==> config.mk <==
export PLATFORM = sky130hd
export DESIGN_NAME = mem_wb_stage_flat
export DESIGN_NICKNAME = d
export VERILOG_FILES = /design/src/rtl/mem_wb_if.sv /design/src/rtl/mem_wb_stage.sv /design/src/flat_wrapper.sv
export SDC_FILE = /design/constraint.sdc
export NUM_CORES = 1
export LEC_CHECK = 0
export ABC_CLOCK_PERIOD_IN_PS = 3000
export BUFFER_PORTS_ARGS = -buffer_cell sky130_fd_sc_hd__buf_2
export CORE_ASPECT_RATIO = 1.5
export CORE_MARGIN = 1.5
export CORE_UTILIZATION = 48
export CTS_CLUSTER_DIAMETER = 100
export DETAILED_ROUTE_END_ITERATION = 10
export GPL_ROUTABILITY_DRIVEN = 1
export HOLD_SLACK_MARGIN = 0.08
export PLACE_DENSITY = 0.79
export SLEW_MARGIN = 30
export SYNTH_ARGS = -nofsm -noshare
export SYNTH_HDL_FRONTEND = slang
export SYNTH_SLANG_ARGS = --single-unit
==> constraint.sdc <==
create_clock -name clk -period 3 [get_ports clk]
set_clock_uncertainty 0.1 [all_clocks]
set_input_delay 0.6 -clock clk [delete_from_list [all_inputs] [get_ports clk]]
set_output_delay 0.6 -clock clk [all_outputs]
set_load 0.02 [all_outputs]
==> src/rtl/mem_wb_if.sv <==
// Data-memory request/acknowledge bus between the mem/wb stage and memory.
// The stage is the master: it drives the request and address/data,
// memory answers with a one-cycle ack and load data.
interface mem_wb_if #(
    parameter int DATA_W = 16
) ();
    logic              memReq;
    logic              memWe;
    logic [DATA_W-1:0] memAddr;
    logic [DATA_W-1:0] memWData;
    logic              memAck;
    logic [DATA_W-1:0] memRData;

    modport master (
        output memReq,
        output memWe,
        output memAddr,
        output memWData,
        input  memAck,
        input  memRData
    );

    modport slave (
        input  memReq,
        input  memWe,
        input  memAddr,
        input  memWData,
        output memAck,
        output memRData
    );
endinterface

==> src/rtl/mem_wb_stage.sv <==
// Memory / writeback pipeline stage.
// ALU results write back one cycle after they are sampled. Loads and stores
// go out on the req/ack bus; while an access is outstanding the stage stalls
// upstream. An access that sees no ack for TIMEOUT_CYC cycles is aborted and
// flags a sticky error. All bus and writeback outputs are registered.
module mem_wb_stage #(
    parameter int DATA_W      = 16,
    parameter int REG_AW      = 4,
    parameter int TIMEOUT_CYC = 64
) (
    input  logic              clk,
    input  logic              reset,
    input  logic              RegWriteE,
    input  logic              MemWriteE,
    input  logic              MemToRegE,
    input  logic [DATA_W-1:0] aluResultE,
    input  logic [DATA_W-1:0] storeDataE,
    input  logic [REG_AW-1:0] destAddE,
    output logic              stallM,
    mem_wb_if.master          mem,
    output logic              RegWriteW,
    output logic [REG_AW-1:0] destAddW,
    output logic [DATA_W-1:0] regWDataW,
    output logic              memErr
);

    typedef enum logic [0:0] {
        IDLE   = 1'b0,
        ACCESS = 1'b1
    } state_t;

    // Last counter value before an unacknowledged access is aborted.
    localparam logic [7:0] TMO_LAST = 8'(TIMEOUT_CYC - 1);

    state_t              state_r,     state_s;
    logic [7:0]          cnt_r,       cnt_s;
    logic                lat_rw_r,    lat_rw_s;
    logic                lat_mtr_r,   lat_mtr_s;
    logic [REG_AW-1:0]   lat_dest_r,  lat_dest_s;
    logic                mem_req_r,   mem_req_s;
    logic                mem_we_r,    mem_we_s;
    logic [DATA_W-1:0]   mem_addr_r,  mem_addr_s;
    logic [DATA_W-1:0]   mem_wdata_r, mem_wdata_s;
    logic                reg_write_r, reg_write_s;
    logic [REG_AW-1:0]   dest_r,      dest_s;
    logic [DATA_W-1:0]   wdata_r,     wdata_s;
    logic                err_r,       err_s;

    // Next-state and next-output logic for the IDLE/ACCESS controller.
    always_comb begin
        state_s     = state_r;
        cnt_s       = cnt_r;
        lat_rw_s    = lat_rw_r;
        lat_mtr_s   = lat_mtr_r;
        lat_dest_s  = lat_dest_r;
        mem_req_s   = mem_req_r;
        mem_we_s    = mem_we_r;
        mem_addr_s  = mem_addr_r;
        mem_wdata_s = mem_wdata_r;
        reg_write_s = 1'b0;
        dest_s      = dest_r;
        wdata_s     = wdata_r;
        err_s       = err_r;

        case (state_r)
            IDLE: begin
                if (MemWriteE || MemToRegE) begin
                    // Remember what the load needs for its deferred writeback.
                    lat_rw_s    = RegWriteE;
                    lat_mtr_s   = MemToRegE;
                    lat_dest_s  = destAddE;
                    mem_req_s   = 1'b1;
                    mem_we_s    = MemWriteE;
                    mem_addr_s  = aluResultE;
                    mem_wdata_s = storeDataE;
                    cnt_s       = 8'd0;
                    state_s     = ACCESS;
                end else begin
                    reg_write_s = RegWriteE;
                    dest_s      = destAddE;
                    wdata_s     = aluResultE;
                end
            end
            ACCESS: begin
                if (mem.memAck) begin
                    // Ack wins over a coincident timeout.
                    mem_req_s = 1'b0;
                    state_s   = IDLE;
                    if (lat_mtr_r && !mem_we_r) begin
                        reg_write_s = lat_rw_r;
                        dest_s      = lat_dest_r;
                        wdata_s     = mem.memRData;
                    end else begin
                        reg_write_s = 1'b0;
                    end
                end else if (cnt_r == TMO_LAST) begin
                    mem_req_s = 1'b0;
                    err_s     = 1'b1;
                    state_s   = IDLE;
                end else begin
                    cnt_s = cnt_r + 8'd1;
                end
            end
            default: begin
                mem_req_s = 1'b0;
                state_s   = IDLE;
            end
        endcase
    end

    // State, bus and writeback registers; reset abandons any access at once.
    always_ff @(posedge clk or posedge reset) begin
        if (reset) begin
            state_r     <= IDLE;
            cnt_r       <= 8'd0;
            lat_rw_r    <= 1'b0;
            lat_mtr_r   <= 1'b0;
            lat_dest_r  <= '0;
            mem_req_r   <= 1'b0;
            mem_we_r    <= 1'b0;
            mem_addr_r  <= '0;
            mem_wdata_r <= '0;
            reg_write_r <= 1'b0;
            dest_r      <= '0;
            wdata_r     <= '0;
            err_r       <= 1'b0;
        end else begin
            state_r     <= state_s;
            cnt_r       <= cnt_s;
            lat_rw_r    <= lat_rw_s;
            lat_mtr_r   <= lat_mtr_s;
            lat_dest_r  <= lat_dest_s;
            mem_req_r   <= mem_req_s;
            mem_we_r    <= mem_we_s;
            mem_addr_r  <= mem_addr_s;
            mem_wdata_r <= mem_wdata_s;
            reg_write_r <= reg_write_s;
            dest_r      <= dest_s;
            wdata_r     <= wdata_s;
            err_r       <= err_s;
        end
    end

    assign stallM       = (state_r == ACCESS);
    assign mem.memReq   = mem_req_r;
    assign mem.memWe    = mem_we_r;
    assign mem.memAddr  = mem_addr_r;
    assign mem.memWData = mem_wdata_r;
    assign RegWriteW    = reg_write_r;
    assign destAddW     = dest_r;
    assign regWDataW    = wdata_r;
    assign memErr       = err_r;

endmodule

==> src/flat_wrapper.sv <==
// flat-port wrapper written by rule: the top's interface ports become plain ports
module mem_wb_stage_flat 
#(
    parameter int DATA_W      = 16,
    parameter int REG_AW      = 4,
    parameter int TIMEOUT_CYC = 64
)
  (clk, reset, RegWriteE, MemWriteE, MemToRegE, aluResultE, storeDataE, destAddE, stallM, RegWriteW, destAddW, regWDataW, memErr, mem_memReq, mem_memWe, mem_memAddr, mem_memWData, mem_memAck, mem_memRData);
  mem_wb_if #(.DATA_W(DATA_W)) mem_i ();
  input  logic clk;
  input  logic reset;
  input  logic RegWriteE;
  input  logic MemWriteE;
  input  logic MemToRegE;
  input  logic [DATA_W-1:0] aluResultE;
  input  logic [DATA_W-1:0] storeDataE;
  input  logic [REG_AW-1:0] destAddE;
  output logic stallM;
  output logic RegWriteW;
  output logic [REG_AW-1:0] destAddW;
  output logic [DATA_W-1:0] regWDataW;
  output logic memErr;
  output wire logic [$bits(mem_i.memReq)-1:0] mem_memReq;
  output wire logic [$bits(mem_i.memWe)-1:0] mem_memWe;
  output wire logic [$bits(mem_i.memAddr)-1:0] mem_memAddr;
  output wire logic [$bits(mem_i.memWData)-1:0] mem_memWData;
  input wire logic [$bits(mem_i.memAck)-1:0] mem_memAck;
  input wire logic [$bits(mem_i.memRData)-1:0] mem_memRData;
  assign mem_memReq = mem_i.memReq;
  assign mem_memWe = mem_i.memWe;
  assign mem_memAddr = mem_i.memAddr;
  assign mem_memWData = mem_i.memWData;
  assign mem_i.memAck = mem_memAck;
  assign mem_i.memRData = mem_memRData;
  mem_wb_stage #(.DATA_W(DATA_W), .REG_AW(REG_AW), .TIMEOUT_CYC(TIMEOUT_CYC)) u_core (.clk(clk), .reset(reset), .RegWriteE(RegWriteE), .MemWriteE(MemWriteE), .MemToRegE(MemToRegE), .aluResultE(aluResultE), .storeDataE(storeDataE), .destAddE(destAddE), .stallM(stallM), .mem(mem_i), .RegWriteW(RegWriteW), .destAddW(destAddW), .regWDataW(regWDataW), .memErr(memErr));
endmodule
==> key figures <==
STA
  • Final hold vios: 0
  • Final Cycle Share: 70.51%
  • Max-Slew Margin vs Limit: 48.64%
  • Max Slew Vio Count: 0
  • Finish-stage setup viols: 0
  • Fmax: 472.8 MHz
  • Sum Neg Setup Slack: 0 ns
  • Worst-margin pin slew: 0.7678 ns
  • Tmin final: 2.115 ns
  • RSZ-0062 raised after global routing: no

Placed design
  • Placed instance count: 486
  • Port Buf Inserts: 114
  • RD Place Congestion: 0.8060
  • Final HPWL DP: 4997 um

Run status
  • Status: finished clean

Worst setup path
  • WS Path Type: reg -> reg
  • CP max-delay cell: o41ai_4
  • Crit path DAT: 2.28 ns
  • Reg-to-reg slack, setup: 0.88 ns
  • Crit path max-delay family: compound AO/OA/AOI/OAI gates
  • Critical Path RT: 3.16 ns
  • Worst-path maximum fanout: 14
  • Worst R2R Start: u_core.cnt_r[0]
  • Element type at the critical path start: flop
  • R2R depth: 5
  • Critical Path Max Stage Delay: 0.74 ns
  • Crit path cell chain: ha_1 -> nand3_2 -> o41ai_4 -> or3_1 -> mux2i_1
  • CP endpoint kind: flop
  • R2r endpoint: u_core.cnt_r[7]
  • Bufs and invs on worst path: 0

Routing
  • Routed WL per cell: 13.60 um
  • Initial DRT Pass Iterations: 4
  • Routed Antenna Nets: 0
  • Iteration-0 DRC count of the detailed router: 118
  • Vias/cell: 5.014
  • DR vias: 2507
  • Final WL: 6801 um
  • DRC: 0

Clock network
  • Clock tree sinks: 71
  • Root Driver: clkbuf_8
  • Hold-fix buffers, CTS: 0
  • CTS tree: done
  • Worst-path clk slew: 0.07 ns
  • CTS-repair resized insts: 0
  • Clock Latency Late Sink: 0.33 ns
  • Maximum clock path buffer count: 2
  • Setup repair bufs after CTS: 0
  • CTS Buf Count: 9
  • H-tree depth: 3

Cells and area
  • Layout Cells excl Fill: 500
  • Share of cells above drive strength 1: 34.04%
  • Fill cell count: 521
  • Nets@finish: 482
  • Utilization after layout: 62.84%
  • Antenna cells: 0
  • Layout area overhead: 27.96%

Logic synthesis
  • Net Count, Synth: 366
  • Syn Inst Count: 307
  • Most common cell in the netlist: nand2_1
  • Most frequent cells after synthesis: 113 x nand2_1, 71 x dfrtp_1, 23 x nor2_1, 22 x mux2i_1, 21 x a21oi_1
  • Sequential element share of the synthesized area: 59.44%
  • Yosys warnings: 0
  • Cell taking the most area after synthesis: dfrtp_1
  • Synthesized area per cell: 9.737 um^2
  • Netlist Area Pre-Place: 0.002989 mm^2
  • Post-synth top area share: 59.44%
  • Synth cell types: 34
  • Post-synth EDFFs: 0
  • Top area cells in the synthesized netlist: dfrtp_1 59%, nand2_1 14%, mux2i_1 7.4%
  • Post-synthesis async set-or-reset flop share: 100.0%
  • Synth Register Bits: 71
  • Ys flop type: dfrtp_1

Floorplanning
  • Starting density of the core: 49.11%
  • Core area: 0.006087 mm^2
  • DIE AREA: 0.006719 mm^2
  • Boundary pin count: 115
  • Die H: 99.65 um
  • Horiz. Die Dim: 67.43 um
  • # rows: 35

Global route
  • Vias in the first global route: 2520
  • Largest net degree at the start of global routing: 53
  • GRT Overall Usage: 21.95%
  • Initial antenna violation count: 0
  • Global route overflow: 0
  • First-pass GRT wire length: 10980 um

Power
  • Leakage power: 2.061 nW
  • P per Cell Area: 913.1 mW/mm^2
  • Peak VDD IR: 0.6126 mV

Worst hold path
  • Min-delay worst type: in -> async

Job
  • Max cap viols: 0
[cells in the final DEF, fill, tap and decap left out]
cell and instances:
nand2_4 1, o41ai_1 1, nand3_2 1, o31ai_4 1
clkbuf_8 11, o311ai_0 1, nor3_1 1, o21ai_0 5
nor4_1 1, nor2_1 22, mux2_2 2, buf_4 7
nand3b_1 2, or3_1 2, o21ai_1 1, and3_1 1
clkinv_2 1, nand2_1 113, nand4b_1 1, nand3_1 7
clkbuf_1 2, buf_2 114, inv_1 3, buf_12 1
nor2_2 1, and2b_4 1, or2_2 1, a21o_1 1
a21oi_1 21, mux2i_1 22, or2b_1 1, o221ai_2 1
o21a_1 1, dfrtp_1 71, o41ai_4 1, ha_1 1
inv_2 1
[cell type report]
cell class	instances	area (um^2)	area share, %
Sequential cell	71	1777	46.45
Multi-Input combinational cell	215	1134	29.64
Timing Repair Buffer	122	643.1	16.81
Clock buffer	13	158.9	4.154
Tap cell	74	92.59	2.421
Inverter	4	15.01	0.3925
Clock inverter	1	5.005	0.1308
[where the power goes]
part           leakage (nW)  switching (mW)  internal [mW]
sequential            0.856           0.189           1.29
clock                0.0854           0.316          0.336
combinational          1.12           0.880          0.483
total                  2.06            1.38           2.11
[routing by layer]
layer,vias to the layer above,global-route usage [%],part of all wire [%]
li1,1233,-,-
met1,1188,24.21,39
met2,63,37.24,53
met3,23,4.186,3.5
met4,0,14.60,3.8
met5,-,0,0
[metrics by stage]
stage	total power [mW]	cell area (um^2)	hold slack (ns)	setup WS [ns]
2_1_floorplan	2.369	2989	0.3454	0.5034
3_3_place_gp	2.830	3661	0.3414	0.9221
3_5_place_dp	2.872	3661	0.3477	0.8810
4_1_cts	3.528	3825	0.1643	0.8833
5_1_grt	3.713	3825	0.1815	0.7401
6_report	3.493	3825	0.1544	0.8848
[flip-flops by register name (all words and copies together) (netlist names), 4 cells and up]
name	flops
u_core.mem.memWData	16
u_core.destAddW	4
u_core.regWDataW	16
u_core.lat_dest_r	4
u_core.mem.memAddr	16
u_core.cnt_r	8
[cell families after synthesis]
group / count (synthesis) / share of synthesized area (%)
buffers and inverters: 21 / 3.181
AND/OR/NAND/NOR: 156 / 21.56
flip-flops: 71 / 59.44
adder cells (fa/ha/maj): 1 / 0.4185
AO/OA/AOI/OAI: 34 / 7.283
multiplexers: 24 / 8.120
[worst max-delay path by stage]
stage / from / to / slack, ns / cells past startpoint
2_1_floorplan: reset / u_core.RegWriteW / 0.50 / 1
3_3_place_gp: MemToRegE / u_core.mem.memAddr[0] / 0.92 / 6
3_5_place_dp: MemToRegE / u_core.mem.memWData[12] / 0.88 / 6
4_1_cts: u_core.stallM / u_core.mem.memAddr[2] / 0.88 / 5
5_1_grt: u_core.cnt_r[0] / u_core.cnt_r[7] / 0.74 / 5
6_report: u_core.cnt_r[0] / u_core.cnt_r[7] / 0.88 / 5
No activity file was read; power rests on OpenSTA's default activity.
